File: src/rtl/pc_pkg.sv
// Shared types for the program-counter sequencer.
package pc_pkg;

  typedef enum logic [2:0] {
    PC_SEQ  = 3'd0,
    PC_JMP  = 3'd1,
    PC_BRR  = 3'd2,
    PC_CALL = 3'd3,
    PC_RET  = 3'd4,
    PC_HOLD = 3'd5
  } pc_op_t;

  function automatic int max_int(input int a, input int b);
    return (a > b) ? a : b;
  endfunction

endpackage

File: src/rtl/pc_ret_stack.sv
// Return-address LIFO; only the occupancy count is reset, entry contents are don't-care.
module pc_ret_stack #(
  parameter int W     = 6,
  parameter int DEPTH = 4,
  localparam int CNT_W = $clog2(DEPTH + 1)
) (
  input  logic             clock,
  input  logic             clear_n,
  input  logic             push,
  input  logic             pop,
  input  logic [W-1:0]     din,
  output logic [W-1:0]     top,
  output logic [CNT_W-1:0] cnt,
  output logic             full,
  output logic             empty
);

  localparam int IDX_W = (DEPTH > 1) ? $clog2(DEPTH) : 1;

  logic [W-1:0]     mem [DEPTH];
  logic [CNT_W-1:0] cnt_m1;

  assign full   = (cnt == CNT_W'(DEPTH));
  assign empty  = (cnt == '0);
  assign cnt_m1 = cnt - CNT_W'(1);
  assign top    = mem[cnt_m1[IDX_W-1:0]];

  always_ff @(posedge clock or negedge clear_n) begin
    if (!clear_n) begin
      cnt <= '0;
    end else if (push && !full) begin
      cnt <= cnt + CNT_W'(1);
    end else if (pop && !empty) begin
      cnt <= cnt_m1;
    end
  end

  always_ff @(posedge clock) begin
    if (push && !full) begin
      mem[cnt[IDX_W-1:0]] <= din;
    end
  end

endmodule

File: src/rtl/pc_sequencer.sv
// Program-counter sequencer: combinational next-PC select, range checks,
// sticky error flags and the registered instruction address.
module pc_sequencer
  import pc_pkg::*;
#(
  parameter int ADDR_W      = 6,
  parameter int LAST_ADDR   = 63,
  parameter int RESET_ADDR  = 0,
  parameter int OFS_W       = 6,
  parameter int STACK_DEPTH = 4,
  localparam int CNT_W      = $clog2(STACK_DEPTH + 1)
) (
  input  logic              clock,
  input  logic              clear_n,
  input  logic              en,
  input  pc_op_t            op,
  input  logic [ADDR_W-1:0] target,
  input  logic [OFS_W-1:0]  offset,
  output logic [ADDR_W-1:0] instr_addr,
  output logic [CNT_W-1:0]  stack_cnt,
  output logic              stack_full,
  output logic              stack_empty,
  output logic              err_ovf,
  output logic              err_unf,
  output logic              err_range
);

  // Wide enough that addr + offset can never wrap before the sign/limit test.
  localparam int SW = max_int(ADDR_W, OFS_W) + 2;
  localparam logic [ADDR_W-1:0] LAST = ADDR_W'(LAST_ADDR);
  localparam logic [ADDR_W-1:0] RST  = ADDR_W'(RESET_ADDR);

  logic [ADDR_W-1:0] inc, nxt_addr, top;
  logic signed [SW-1:0] brr_dest;
  logic brr_bad, tgt_bad;
  logic push, pop, set_ovf, set_unf, set_rng;

  assign inc      = (instr_addr == LAST) ? '0 : instr_addr + ADDR_W'(1);
  assign brr_dest = $signed({{(SW-ADDR_W){1'b0}}, instr_addr})
                  + $signed({{(SW-OFS_W){offset[OFS_W-1]}}, offset});
  assign brr_bad  = brr_dest[SW-1] | (brr_dest[SW-2:0] > (SW-1)'(LAST_ADDR));
  assign tgt_bad  = (target > LAST);

  always_comb begin
    nxt_addr = instr_addr;
    push     = 1'b0;
    pop      = 1'b0;
    set_ovf  = 1'b0;
    set_unf  = 1'b0;
    set_rng  = 1'b0;
    if (en) begin
      case (op)
        PC_SEQ: nxt_addr = inc;
        PC_JMP: begin
          nxt_addr = tgt_bad ? '0 : target;
          set_rng  = tgt_bad;
        end
        PC_BRR: begin
          nxt_addr = brr_bad ? '0 : brr_dest[ADDR_W-1:0];
          set_rng  = brr_bad;
        end
        PC_CALL: begin
          // A full stack turns the call into a plain step; the target is not evaluated.
          if (stack_full) begin
            nxt_addr = inc;
            set_ovf  = 1'b1;
          end else begin
            push     = 1'b1;
            nxt_addr = tgt_bad ? '0 : target;
            set_rng  = tgt_bad;
          end
        end
        PC_RET: begin
          if (stack_empty) begin
            nxt_addr = inc;
            set_unf  = 1'b1;
          end else begin
            pop      = 1'b1;
            nxt_addr = top;
          end
        end
        default: nxt_addr = instr_addr;
      endcase
    end
  end

  always_ff @(posedge clock or negedge clear_n) begin
    if (!clear_n) begin
      instr_addr <= RST;
      err_ovf    <= 1'b0;
      err_unf    <= 1'b0;
      err_range  <= 1'b0;
    end else begin
      instr_addr <= nxt_addr;
      err_ovf    <= err_ovf | set_ovf;
      err_unf    <= err_unf | set_unf;
      err_range  <= err_range | set_rng;
    end
  end

  pc_ret_stack #(
    .W     (ADDR_W),
    .DEPTH (STACK_DEPTH)
  ) u_stack (
    .clock   (clock),
    .clear_n (clear_n),
    .push    (push),
    .pop     (pop),
    .din     (inc),
    .top     (top),
    .cnt     (stack_cnt),
    .full    (stack_full),
    .empty   (stack_empty)
  );

endmodule

File: config.mk
export PLATFORM = sky130hd
export DESIGN_NAME = pc_sequencer
export DESIGN_NICKNAME = d
export VERILOG_FILES = /design/src/rtl/pc_pkg.sv /design/src/rtl/pc_ret_stack.sv /design/src/rtl/pc_sequencer.sv
export SDC_FILE = /design/constraint.sdc
export NUM_CORES = 1
export LEC_CHECK = 0
export BUFFER_PORTS_ARGS = -buffer_cell sky130_fd_sc_hd__buf_4
export CORE_UTILIZATION = 57
export DETAILED_ROUTE_END_ITERATION = 10
export PLACE_DENSITY = 0.8
export REMOVE_ABC_BUFFERS = 1
export SLEW_MARGIN = 10
export SYNTH_ARGS = -nofsm -noshare
export SYNTH_HDL_FRONTEND = slang
export SYNTH_SLANG_ARGS = --single-unit
File: constraint.sdc
create_clock -name clock -period 2.8 [get_ports clock]
set_input_delay 0.28 -clock clock [delete_from_list [all_inputs] [get_ports clock]]
set_output_delay 0.28 -clock clock [all_outputs]
set_load 0.02 [all_outputs]
==> metrics.log, run 1 <==
[metrics] result of the run: finished clean
[metrics] length of routed met2 wiring: 2210 um
[metrics] measured slew at the worst slew-check pin: 0.631 ns
[metrics] crit path max fanout: 7
[metrics] first-pass GRT wire length: 7210 um
[metrics] highest ir drop seen on vdd: 0.529 mV
[metrics] most common cell after layout, fill and taps aside: sky130_fd_sc_hd__buf_4
[metrics] cell-internal power: 1.30 mW
[metrics] core area: 3470 um^2
[metrics] detail-routed via count per cell: 6.00
[metrics] Worst Hold Launch: en
[metrics] switching part of the total: 0.381
[metrics] GRT Resource Usage Total: 0.240
[metrics] clock root buffer master: sky130_fd_sc_hd__clkbuf_8
[metrics] setup slack after placement: 0.448 ns
[metrics] pwr dens: 842 nW/um^2
[metrics] worst endpoint data arrival time: 2.58 ns
[metrics] Fin. Hold Viols: 0
[metrics] average routed wire per standard cell: 16.4 um
[metrics] Remaining DRCs: 0
[metrics] proportion of layout cells with a drive suffix above 1: 0.237
[metrics] total clock buffers created by CTS: 5
[metrics] height of the chip: 63.3 um
[metrics] Mapped Cells: 186
[metrics] die footprint: 4010 um^2
[metrics] starting DRC count in detailed routing: 99
[metrics] final worst slack: 0.429 ns
[metrics] maximum clock path buffer count: 2
[metrics] cells along the critical path: ha_1 -> fa_1 -> a211oi_2 -> o21ai_1 -> a21o_1 -> mux2i_4 -> o2111ai_1 -> a21oi_1
[metrics] overall routed net length: 4350 um
[metrics] Post-CTS Setup Bufs: 0
[metrics] Buffers & Inverters on Critical Path: 0
[metrics] clock slew at the register clock pins of the worst setup and hold paths: 0.07 ns
[metrics] power share of the combinational group: 0.466
[metrics] number of global-route vias before repair: 1591
[metrics] top achievable clock speed: 422 MHz
[metrics] Skew-Pair Late Insertion Delay: 0.28 ns
[metrics] die width: 63.3 um
[metrics] maxcap violations: 0
[metrics] Area Overhead vs Synth: 16.6%
[metrics] critical path startpoint category: flip-flop
[metrics] share of the synthesized area in the top cell type: 0.336
[metrics] most used flip-flop cell after synthesis: sky130_fd_sc_hd__edfxtp_1
[metrics] YS warnings: 0
[metrics] cell count of the worst reg-to-reg path: 8
[metrics] count of endpoints failing setup in the final report: 0
[metrics] Flop pwr share: 0.371
[metrics] Post-synth EDFFs: 24
[metrics] r2r setup slk: 0.43 ns
[metrics] worst slew slack as a fraction of its limit: 0.575
[metrics] critical register-to-register path startpoint: instr_addr[0]
[metrics] Critical Path End: instr_addr[4]
[metrics] RSZ-0062 raised after global routing: no
[metrics] Seq/Total Area, Yosys: 0.476
[metrics] required arrival time at the worst endpoint: 3.01 ns
[metrics] leading post-synthesis cells by cell area: sky130_fd_sc_hd__edfxtp_1, sky130_fd_sc_hd__dfrtp_1, sky130_fd_sc_hd__ha_1, sky130_fd_sc_hd__mux4_2, sky130_fd_sc_hd__a21oi_1
[metrics] post-synthesis sequential element count: 36
[metrics] depth of the critical timing path with buffers and inverters included: 8
[metrics] highest layer used for signal routing: met4
[metrics] highest cell delay on the worst timing path: 0.45 ns
[metrics] proportion of synthesized flip-flops having asynchronous set or reset: 0.333
[metrics] cell type with the highest aggregate area in the netlist: sky130_fd_sc_hd__edfxtp_1
[metrics] crit-path leading delay family: compound AO/OA/AOI/OAI gates
[metrics] worst-case clock skew: 0.0110 ns
[metrics] drt first pass iters: 4
[metrics] Final HPWL DP: 3340 um
[metrics] DR WL met3: 140 um
[metrics] number of gates resized after CTS: 0
[metrics] Fin Setup TNS: 0 ns
[metrics] time the final worst path needs with I/O delays and setup: 2.37 ns
[metrics] Mapped Area: 2140 um^2
[metrics] number of clock sinks seen by CTS: 36
[metrics] post-route ant nets: 0
[metrics] effective utilization at floorplan: 0.618
[metrics] number of library cell types mapped by synthesis: 44
[metrics] number of H-tree levels: 2
[metrics] maximum number of pins on one net before global-route repair: 14
[metrics] switching power of the nets: 0.801 mW
[metrics] Met1 Routed Length: 1910 um
[metrics] portion of total power attributed to the clock network: 0.163
[metrics] net total in the final layout: 251
[metrics] CTS tree: done
[metrics] Worst path slowest cell: sky130_fd_sc_hd__dfrtp_1
[metrics] number of antenna diodes: 0
[metrics] aggregate global routing overflow: 0
[metrics] average cell area after synthesis: 11.5 um^2
[metrics] period utilisation layout: 0.847
[metrics] class of the most critical hold timing path: input pin to flip-flop
[metrics] critical path start-end classification: flip-flop to flip-flop
[metrics] P_leak: 1.01 nW
[metrics] Port Buf Inserts: 31
[metrics] count of pins on the block boundary: 32
[metrics] Site Rows: 21
[metrics] max-slew violations: 0
[metrics] final estimated routing congestion in global placement: 0.846
[metrics] reg2reg end: instr_addr[4]
[metrics] number of antenna violations at the first check in global routing: 0
[metrics] top library cells by usage in the layout, fill and taps aside: sky130_fd_sc_hd__buf_4, sky130_fd_sc_hd__edfxtp_1, sky130_fd_sc_hd__a21oi_1
[metrics] vias: 1591
[metrics] beginning of the critical path: instr_addr[0]
[metrics] Crit. End Element: flip-flop
worst reg2reg max path: stages (launching register included):
cell and delay [ns]:
sky130_fd_sc_hd__dfrtp_1 0.45, sky130_fd_sc_hd__ha_1 0.26, sky130_fd_sc_hd__fa_1 0.42, sky130_fd_sc_hd__a211oi_2 0.27, sky130_fd_sc_hd__o21ai_1 0.13, sky130_fd_sc_hd__a21o_1 0.19, sky130_fd_sc_hd__mux2i_4 0.24, sky130_fd_sc_hd__o2111ai_1 0.15
sky130_fd_sc_hd__a21oi_1 0.18
registers in the layout (all words and copies together), names as in the netlist:
register,cells
err_ovf,1
instr_addr,6
err_range,1
err_unf,1
u_stack.mem,24
u_stack.cnt,3
power groups by stage:
| stage | combinational [mW] | sequential, mW | clock (mW) |
|---|---|---|---|
| floorplan | 0.579 | 0.873 | 0 |
| global route | 1.08 | 0.795 | 0.373 |
| global placement | 0.941 | 0.783 | 0 |
| CTS | 0.984 | 0.780 | 0.353 |
| finish | 0.981 | 0.781 | 0.343 |
| detailed placement | 0.978 | 0.791 | 0 |
cells by family (layout without fill, tap and decap cells):
family / count (synthesis) / count (layout) / synth area share
fa+ha+maj: 15 / 15 / 0.0911
simple gates: 49 / 49 / 0.119
buf+inv: 14 / 47 / 0.0269
compound gates: 57 / 57 / 0.181
flops: 36 / 36 / 0.476
mux: 7 / 7 / 0.0736
xor+xnor: 8 / 8 / 0.0327
repair_timing:
item	4_1_cts	5_1_grt
endpoints found under the setup margin	0	0
hold endpoints to repair	12	0
hold buffers	1	0
how the worst min path moves through the flow:
stage	depth (start not counted)	slack (ns)	end
after floorplan	0	-0.02	err_ovf
after global placement	1	0.13	err_unf
after detailed placement	1	0.13	err_ovf
after CTS	2	0.30	err_unf
after global routing	2	0.32	err_unf
final	2	0.30	err_unf
final cells by class:
type / instances / area [um^2]
repair buffers: 33 / 250
clock buffers: 6 / 72.6
well taps: 46 / 57.6
inverters: 6 / 22.5
fillers: 263 / 968
flip-flops and latches: 36 / 1020
clock inverters: 2 / 11.3
multi-input cells: 136 / 1060
per-stage QoR:
step,util,area (um^2),cells,power [mW],hold slack (ns)
5_1_grt,0.721,2500,265,2.24,0.323
3_3_place_gp,0.694,2410,256,1.72,0.128
3_5_place_dp,0.694,2410,256,1.77,0.131
4_1_cts,0.721,2500,265,2.12,0.299
2_1_floorplan,-,2110,178,1.45,-0.0156
6_report,0.721,2500,265,2.10,0.304
cell usage after synthesis, types with 2 or more instances:
library cell and count:
sky130_fd_sc_hd__inv_1 6, sky130_fd_sc_hd__nor3_1 2, sky130_fd_sc_hd__clkbuf_1 4, sky130_fd_sc_hd__nand2_1 6
sky130_fd_sc_hd__dfrtp_1 12, sky130_fd_sc_hd__xnor2_1 6, sky130_fd_sc_hd__o22ai_1 4, sky130_fd_sc_hd__a21oi_1 16
sky130_fd_sc_hd__ha_1 14, sky130_fd_sc_hd__buf_2 4, sky130_fd_sc_hd__a221oi_1 3, sky130_fd_sc_hd__nor2_1 10
sky130_fd_sc_hd__a22o_1 2, sky130_fd_sc_hd__o21ai_1 3, sky130_fd_sc_hd__nand2b_1 8, sky130_fd_sc_hd__and3_1 2
sky130_fd_sc_hd__and2_1 6, sky130_fd_sc_hd__a22oi_1 2, sky130_fd_sc_hd__edfxtp_1 24, sky130_fd_sc_hd__a31oi_1 2
sky130_fd_sc_hd__o21ai_0 9, sky130_fd_sc_hd__a21o_1 3, sky130_fd_sc_hd__nand3_1 9, sky130_fd_sc_hd__o21bai_1 3
sky130_fd_sc_hd__xor2_1 2, sky130_fd_sc_hd__mux4_2 6
layer usage:
| metal | vias to the layer above | global-route usage |
|---|---|---|
| li1 | 774 | - |
| met1 | 773 | 0.284 |
| met2 | 36 | 0.410 |
| met3 | 8 | 0.0507 |
| met4 | 0 | 0.122 |
| met5 | - | 0 |
Power figures use the tool's default switching activity.
==> run 2: changes to the inputs <==
--- a/config.mk
+++ b/config.mk
@@ -6,9 +6,9 @@
 export NUM_CORES = 1
 export LEC_CHECK = 0
 export BUFFER_PORTS_ARGS = -buffer_cell sky130_fd_sc_hd__buf_4
-export CORE_UTILIZATION = 57
+export CORE_UTILIZATION = 51
 export DETAILED_ROUTE_END_ITERATION = 10
-export PLACE_DENSITY = 0.8
+export PLACE_DENSITY = 0.75
 export REMOVE_ABC_BUFFERS = 1
 export SLEW_MARGIN = 10
 export SYNTH_ARGS = -nofsm -noshare
==> constraint.sdc (replaced) <==
create_clock -name clock -period 1.9 [get_ports clock]
set_input_delay 0.19 -clock clock [delete_from_list [all_inputs] [get_ports clock]]
set_output_delay 0.19 -clock clock [all_outputs]
set_load 0.02 [all_outputs]
==> metrics.log, run 2 (same netlist as run 1, synthesis figures left out) <==
[metrics] net total in the final layout: 279 (was 251)
[metrics] r2r setup slk: -0.20 ns (was 0.43 ns)
[metrics] number of global-route vias before repair: 1680 (was 1591)
[metrics] measured slew at the worst slew-check pin: 0.520 ns (was 0.631 ns)
[metrics] failing checks: setup timing
[metrics] clock slew at the register clock pins of the worst setup and hold paths: 0.08 ns (was 0.07 ns)
[metrics] RSZ-0062 raised after global routing: yes (was no)
[metrics] Skew-Pair Late Insertion Delay: 0.28 ns (about the same)
[metrics] die footprint: 4470 um^2 (was 4010 um^2)
[metrics] critical register-to-register path startpoint: instr_addr[0] (unchanged)
[metrics] Area Overhead vs Synth: 29.2% (was 16.6%)
[metrics] aggregate global routing overflow: 0 (unchanged)
[metrics] post-route ant nets: 0 (unchanged)
[metrics] reg2reg end: instr_addr[4] (unchanged)
[metrics] height of the chip: 66.8 um (was 63.3 um)
[metrics] class of the most critical hold timing path: input pin to flip-flop (unchanged)
[metrics] Crit. End Element: flip-flop (unchanged)
[metrics] maximum number of pins on one net before global-route repair: 14 (unchanged)
[metrics] Worst Hold Launch: en (unchanged)
[metrics] drt first pass iters: 4 (unchanged)
[metrics] Worst path slowest cell: sky130_fd_sc_hd__dfrtp_1 (unchanged)
[metrics] count of endpoints failing setup in the final report: 7 (was 0)
[metrics] critical path startpoint category: flip-flop (unchanged)
[metrics] result of the run: complete, but fails checks (was finished clean)
[metrics] highest cell delay on the worst timing path: 0.39 ns (was 0.45 ns)
[metrics] non-filler cells in the finished layout: 297 (was 265)
[metrics] average routed wire per standard cell: 16.8 um (was 16.4 um)
[metrics] Site Rows: 23 (was 21)
[metrics] die width: 66.8 um (was 63.3 um)
[metrics] Placed Cells: 287 (was 256)
[metrics] end of the worst hold path: err_range (was err_unf)
[metrics] maxcap violations: 0 (unchanged)
[metrics] effective utilization at floorplan: 0.532 (was 0.618)
[metrics] max-slew violations: 0 (unchanged)
[metrics] pwr dens: 1260 nW/um^2 (was 842 nW/um^2)
[metrics] vias: 1725 (was 1591)
[metrics] overall routed net length: 5000 um (was 4350 um)
[metrics] total clock buffers created by CTS: 5 (unchanged)
[metrics] flip-flop count of the largest register, all copies and words added: 24 (unchanged)
[metrics] Pwr Total: 3.48 mW (was 2.10 mW)
[metrics] top achievable clock speed: 476 MHz (was 422 MHz)
[metrics] Remaining DRCs: 0 (unchanged)
[metrics] clock root buffer master: sky130_fd_sc_hd__clkbuf_8 (unchanged)
[metrics] most common cell after layout, fill and taps aside: sky130_fd_sc_hd__buf_4 (unchanged)
[metrics] Final HPWL DP: 3830 um (was 3340 um)
[metrics] starting DRC count in detailed routing: 117 (was 99)
[metrics] final estimated routing congestion in global placement: 0.809 (was 0.846)
[metrics] number of H-tree levels: 2 (unchanged)
[metrics] final worst slack: -0.199 ns (was 0.429 ns)
[metrics] P_leak: 1.15 nW (was 1.01 nW)
[metrics] number of antenna violations at the first check in global routing: 0 (unchanged)
[metrics] maximum clock path buffer count: 2 (unchanged)
[metrics] cell count of the worst reg-to-reg path: 8 (unchanged)
[metrics] setup slack after placement: -0.305 ns (was 0.448 ns)
[metrics] worst hold stages: 3 (was 2)
[metrics] worst-case clock skew: 0.00623 ns (was 0.0110 ns)
[metrics] worst endpoint data arrival time: 2.30 ns (was 2.58 ns)
[metrics] number of antenna diodes: 0 (unchanged)
[metrics] detail-routed via count per cell: 5.81 (was 6.00)
[metrics] core area: 4030 um^2 (was 3470 um^2)
[metrics] Port Buf Inserts: 31 (unchanged)
[metrics] top library cells by usage in the layout, fill and taps aside: sky130_fd_sc_hd__buf_4, sky130_fd_sc_hd__edfxtp_1, sky130_fd_sc_hd__a21oi_1 (unchanged)
[metrics] number of fill cells in the layout: 293 (was 263)
[metrics] required arrival time at the worst endpoint: 2.10 ns (was 3.01 ns)
[metrics] crit path max fanout: 7 (unchanged)
[metrics] time the final worst path needs with I/O delays and setup: 2.10 ns (was 2.37 ns)
[metrics] cells along the critical path: ha_2 -> fa_2 -> a211oi_2 -> o21ai_2 -> a21o_1 -> mux2i_4 -> o2111ai_1 -> a21oi_1 (was ha_1 -> fa_1 -> a211oi_2 -> o21ai_1 -> a21o_1 -> mux2i_4 -> o2111ai_1 -> a21oi_1)
[metrics] final core utilization: 0.688 (was 0.721)
[metrics] number of clock sinks seen by CTS: 36 (unchanged)
[metrics] critical path start-end classification: flip-flop to flip-flop (unchanged)
[metrics] period utilisation layout: 1.10 (was 0.847)
[metrics] proportion of layout cells with a drive suffix above 1: 0.372 (was 0.237)
[metrics] worst slew slack as a fraction of its limit: 0.652 (was 0.575)
[metrics] CTS tree: done (unchanged)
[metrics] highest ir drop seen on vdd: 0.747 mV (was 0.529 mV)
[metrics] GRT Resource Usage Total: 0.246 (was 0.240)
[metrics] Fin. Hold Viols: 0 (unchanged)
[metrics] count of pins on the block boundary: 32 (unchanged)
[metrics] first-pass GRT wire length: 7920 um (was 7210 um)
run 2: changes by cell type in the layout (fill, tap and decap cells not counted), sizes merged:
| cell | change |
|---|---|
| inv | +1 |
| clkbuf | -1 |
| buf | +28 |
run 2: where the power goes:
group	internal, mW	switching (mW)	total, mW
registers	1.02	0.0690	1.09
logic	0.886	0.966	1.85
clock network	0.260	0.278	0.538
run 2: final cells by class:
cell class                 count  area [um^2]  area share
multi-input combinational    136         1100       0.397
sequential                    36         1020       0.369
timing repair buffer          61          473       0.171
clock buffer                   5         68.8      0.0248
tap                           50         62.6      0.0226
inverter                       6         22.5     0.00813
clock inverter                 3         21.3     0.00768
run 2: how the worst max path moves through the flow:
stage / from / slack, ns / end
4_1_cts: instr_addr[0] / -0.22 / instr_addr[4]
3_5_place_dp: instr_addr[0] / -0.31 / instr_addr[2]
3_3_place_gp: instr_addr[0] / -0.22 / instr_addr[4]
2_1_floorplan: u_stack.cnt[0] / -0.52 / instr_addr[2]
5_1_grt: instr_addr[0] / -0.29 / instr_addr[5]
6_report: instr_addr[0] / -0.20 / instr_addr[4]
run 2: timing repair:
| item | CTS | global route |
|---|---|---|
| pin swaps | 10 | 3 |
| gates resized for setup | 7 | 4 |
| hold endpoints to repair | 12 | 0 |
| hold buffers | 1 | 0 |
| setup buffers | 1 | 0 |
| endpoints found under the setup margin | 31 | 13 |
run 2: metrics by stage:
stage                     hold WS [ns]  setup TNS, ns  area, um^2
after global placement          0.0408          -1.29        2630
after CTS                        0.218          -1.18        2750
after detailed placement        0.0430          -2.16        2630
after global routing             0.244          -1.76        2770
final                            0.229          -1.03        2770
after floorplan                 -0.106         -12.07        2110
run 2: worst max-delay path, delay by kind of cell (launching register included):
| kind | cells | cell delay (ns) |
|---|---|---|
| adder cells (fa/ha/maj) | 2 | 0.55 |
| multiplexers | 1 | 0.25 |
| flip-flops | 1 | 0.39 |
| AO/OA/AOI/OAI | 5 | 0.85 |
run 2: layer usage:
metal / routed length (um) / GRT usage / part of all wire
met1: 2160 / 0.298 / 0.43
met2: 2600 / 0.437 / 0.52
met3: 117 / 0.0325 / 0.023
met4: 121 / 0.101 / 0.024
met5: 0 / 0 / 0
==> run 3: changes to the inputs <==
--- a/config.mk
+++ b/config.mk
@@ -9,6 +9,7 @@
 export CORE_UTILIZATION = 51
 export DETAILED_ROUTE_END_ITERATION = 10
 export PLACE_DENSITY = 0.75
+export RECOVER_POWER = 25
 export REMOVE_ABC_BUFFERS = 1
 export SLEW_MARGIN = 10
 export SYNTH_ARGS = -nofsm -noshare
==> metrics.log, run 3 (same netlist as run 1, synthesis figures left out) <==
[metrics] cell-internal power: 2.12 mW (was 2.16 mW)
[metrics] worst endpoint data arrival time: 2.30 ns (about the same)
[metrics] height of the chip: 66.8 um (unchanged)
[metrics] Pwr Total: 3.44 mW (was 3.48 mW)
[metrics] crit path max fanout: 7 (unchanged)
[metrics] detail-routed via count per cell: 5.77 (was 5.81)
[metrics] Skew-Pair Late Insertion Delay: 0.28 ns (about the same)
[metrics] flip-flop count of the largest register, all copies and words added: 24 (unchanged)
[metrics] Site Rows: 23 (unchanged)
[metrics] final worst slack: -0.199 ns (about the same)
[metrics] setup slack after placement: -0.305 ns (unchanged)
[metrics] portion of total power attributed to the clock network: 0.157 (was 0.155)
[metrics] power share of the combinational group: 0.528 (was 0.533)
[metrics] maximum number of pins on one net before global-route repair: 14 (unchanged)
[metrics] number of antenna violations at the first check in global routing: 0 (unchanged)
[metrics] result of the run: complete, but fails checks (unchanged)
[metrics] clock slew at the register clock pins of the worst setup and hold paths: 0.08 ns (about the same)
[metrics] drt first pass iters: 4 (unchanged)
[metrics] first-pass GRT wire length: 7920 um (unchanged)
[metrics] class of the most critical hold timing path: input pin to flip-flop (unchanged)
[metrics] average routed wire per standard cell: 16.8 um (about the same)
[metrics] total clock buffers created by CTS: 5 (unchanged)
[metrics] final instance area: 2740 um^2 (was 2770 um^2)
[metrics] count of endpoints failing setup in the final report: 7 (unchanged)
[metrics] core area: 4030 um^2 (unchanged)
[metrics] worst-case clock skew: 0.00618 ns (was 0.00623 ns)
[metrics] Placed Cells: 287 (unchanged)
[metrics] proportion of layout cells with a drive suffix above 1: 0.344 (was 0.372)
[metrics] top achievable clock speed: 476 MHz (about the same)
[metrics] overall routed net length: 5000 um (about the same)
[metrics] Port Buf Inserts: 31 (unchanged)
[metrics] aggregate global routing overflow: 0 (unchanged)
[metrics] Crit. End Element: flip-flop (unchanged)
[metrics] clock root buffer master: sky130_fd_sc_hd__clkbuf_8 (unchanged)
[metrics] post-route ant nets: 0 (unchanged)
[metrics] Flop pwr share: 0.316 (was 0.313)
[metrics] top library cells by usage in the layout, fill and taps aside: sky130_fd_sc_hd__buf_4, sky130_fd_sc_hd__edfxtp_1, sky130_fd_sc_hd__a21oi_1 (unchanged)
[metrics] switching power of the nets: 1.31 mW (about the same)
[metrics] die width: 66.8 um (unchanged)
[metrics] measured slew at the worst slew-check pin: 0.682 ns (was 0.520 ns)
[metrics] critical path startpoint category: flip-flop (unchanged)
[metrics] period utilisation layout: 1.10 (about the same)
[metrics] starting DRC count in detailed routing: 121 (was 117)
[metrics] effective utilization at floorplan: 0.532 (unchanged)
[metrics] RSZ-0062 raised after global routing: yes (unchanged)
[metrics] net total in the final layout: 279 (unchanged)
[metrics] vias: 1714 (was 1725)
[metrics] area after detailed placement: 2630 um^2 (unchanged)
[metrics] CTS tree: done (unchanged)
[metrics] switching part of the total: 0.382 (was 0.378)
[metrics] Area Overhead vs Synth: 28.0% (was 29.2%)
[metrics] Fin. Hold Viols: 0 (unchanged)
[metrics] highest ir drop seen on vdd: 0.748 mV (was 0.747 mV)
[metrics] most common cell after layout, fill and taps aside: sky130_fd_sc_hd__buf_4 (unchanged)
[metrics] pwr dens: 1250 nW/um^2 (was 1260 nW/um^2)
[metrics] number of clock sinks seen by CTS: 36 (unchanged)
[metrics] max-slew violations: 0 (unchanged)
[metrics] count of pins on the block boundary: 32 (unchanged)
[metrics] die footprint: 4470 um^2 (unchanged)
[metrics] worst slew slack as a fraction of its limit: 0.546 (was 0.652)
[metrics] Remaining DRCs: 0 (unchanged)
[metrics] maxcap violations: 0 (unchanged)
[metrics] failing checks: setup timing (unchanged)
[metrics] GRT Resource Usage Total: 0.246 (unchanged)
[metrics] critical path start-end classification: flip-flop to flip-flop (unchanged)
[metrics] number of H-tree levels: 2 (unchanged)
[metrics] non-filler cells in the finished layout: 297 (unchanged)
[metrics] P_leak: 1.13 nW (was 1.15 nW)
[metrics] Final HPWL DP: 3830 um (unchanged)
[metrics] final estimated routing congestion in global placement: 0.809 (unchanged)
[metrics] maximum clock path buffer count: 2 (unchanged)
[metrics] number of antenna diodes: 0 (unchanged)
[metrics] required arrival time at the worst endpoint: 2.10 ns (about the same)
[metrics] number of global-route vias before repair: 1680 (unchanged)
[metrics] time the final worst path needs with I/O delays and setup: 2.10 ns (about the same)
==> run 3: layer usage <==
layer / vias to the layer above / GRT usage / wire [um]
met1: 831 / 0.298 / 2170
met4: 0 / 0.101 / 121
met5: - / 0 / 0
li1: 831 / - / -
met3: 10 / 0.0325 / 124
met2: 42 / 0.437 / 2580
==> run 3: path summary, 6_finish.rpt <==
path	cells past startpoint	from	slack, ns	endpoint
min reg2reg	1	err_ovf	0.47	err_ovf
max reg2reg	8	instr_addr[0]	-0.20	instr_addr[4]
max in group asynchronous	2	clear_n	1.01	instr_addr[1]
max	8	instr_addr[0]	-0.20	instr_addr[4]
min	3	en	0.23	err_range
min in group asynchronous	2	clear_n	0.46	instr_addr[0]
==> run 3: through the flow <==
step	hold slack [ns]	util	TNS (ns)
2_1_floorplan	-0.106	-	-12.07
3_3_place_gp	0.0408	0.652	-1.29
3_5_place_dp	0.0430	0.652	-2.16
4_1_cts	0.218	0.683	-1.18
5_1_grt	0.244	0.681	-1.76
6_report	0.229	0.681	-1.03
==> run 3: worst max-delay path, cell delays in order (launching register included) <==
cell,delay [ns]
sky130_fd_sc_hd__dfrtp_1,0.39
sky130_fd_sc_hd__ha_2,0.19
sky130_fd_sc_hd__fa_2,0.36
sky130_fd_sc_hd__a211oi_2,0.25
sky130_fd_sc_hd__o21ai_2,0.09
sky130_fd_sc_hd__a21o_1,0.19
sky130_fd_sc_hd__mux2i_4,0.25
sky130_fd_sc_hd__o2111ai_1,0.15
sky130_fd_sc_hd__a21oi_1,0.17
==> run 3: cell type report <==
type | instances | area, um^2
flip-flops and latches | 36 | 1020
clock inverters | 3 | 21.3
repair buffers | 61 | 447
multi-input cells | 136 | 1100
fillers | 300 | 1280
well taps | 50 | 62.6
clock buffers | 5 | 68.8
inverters | 6 | 22.5
==> run 3: what timing repair did <==
action / in CTS / in global routing
pin swaps: 10 / 3
hold buffers: 1 / 0
buffers inserted: 1 / 0
hold endpoints to repair: 12 / 0
gates resized for setup: 7 / 4
setup endpoints to repair: 31 / 13
==> run 3: power by group through the flow <==
stage          Sequential [mW]  Combinational [mW]  Clock [mW]
6_report                  1.09                1.81       0.538
5_1_grt                   1.10                1.97       0.586
4_1_cts                   1.09                1.83       0.554
3_5_place_dp              1.10                1.79           0
3_3_place_gp              1.09                1.70           0
2_1_floorplan             1.29               0.853           0
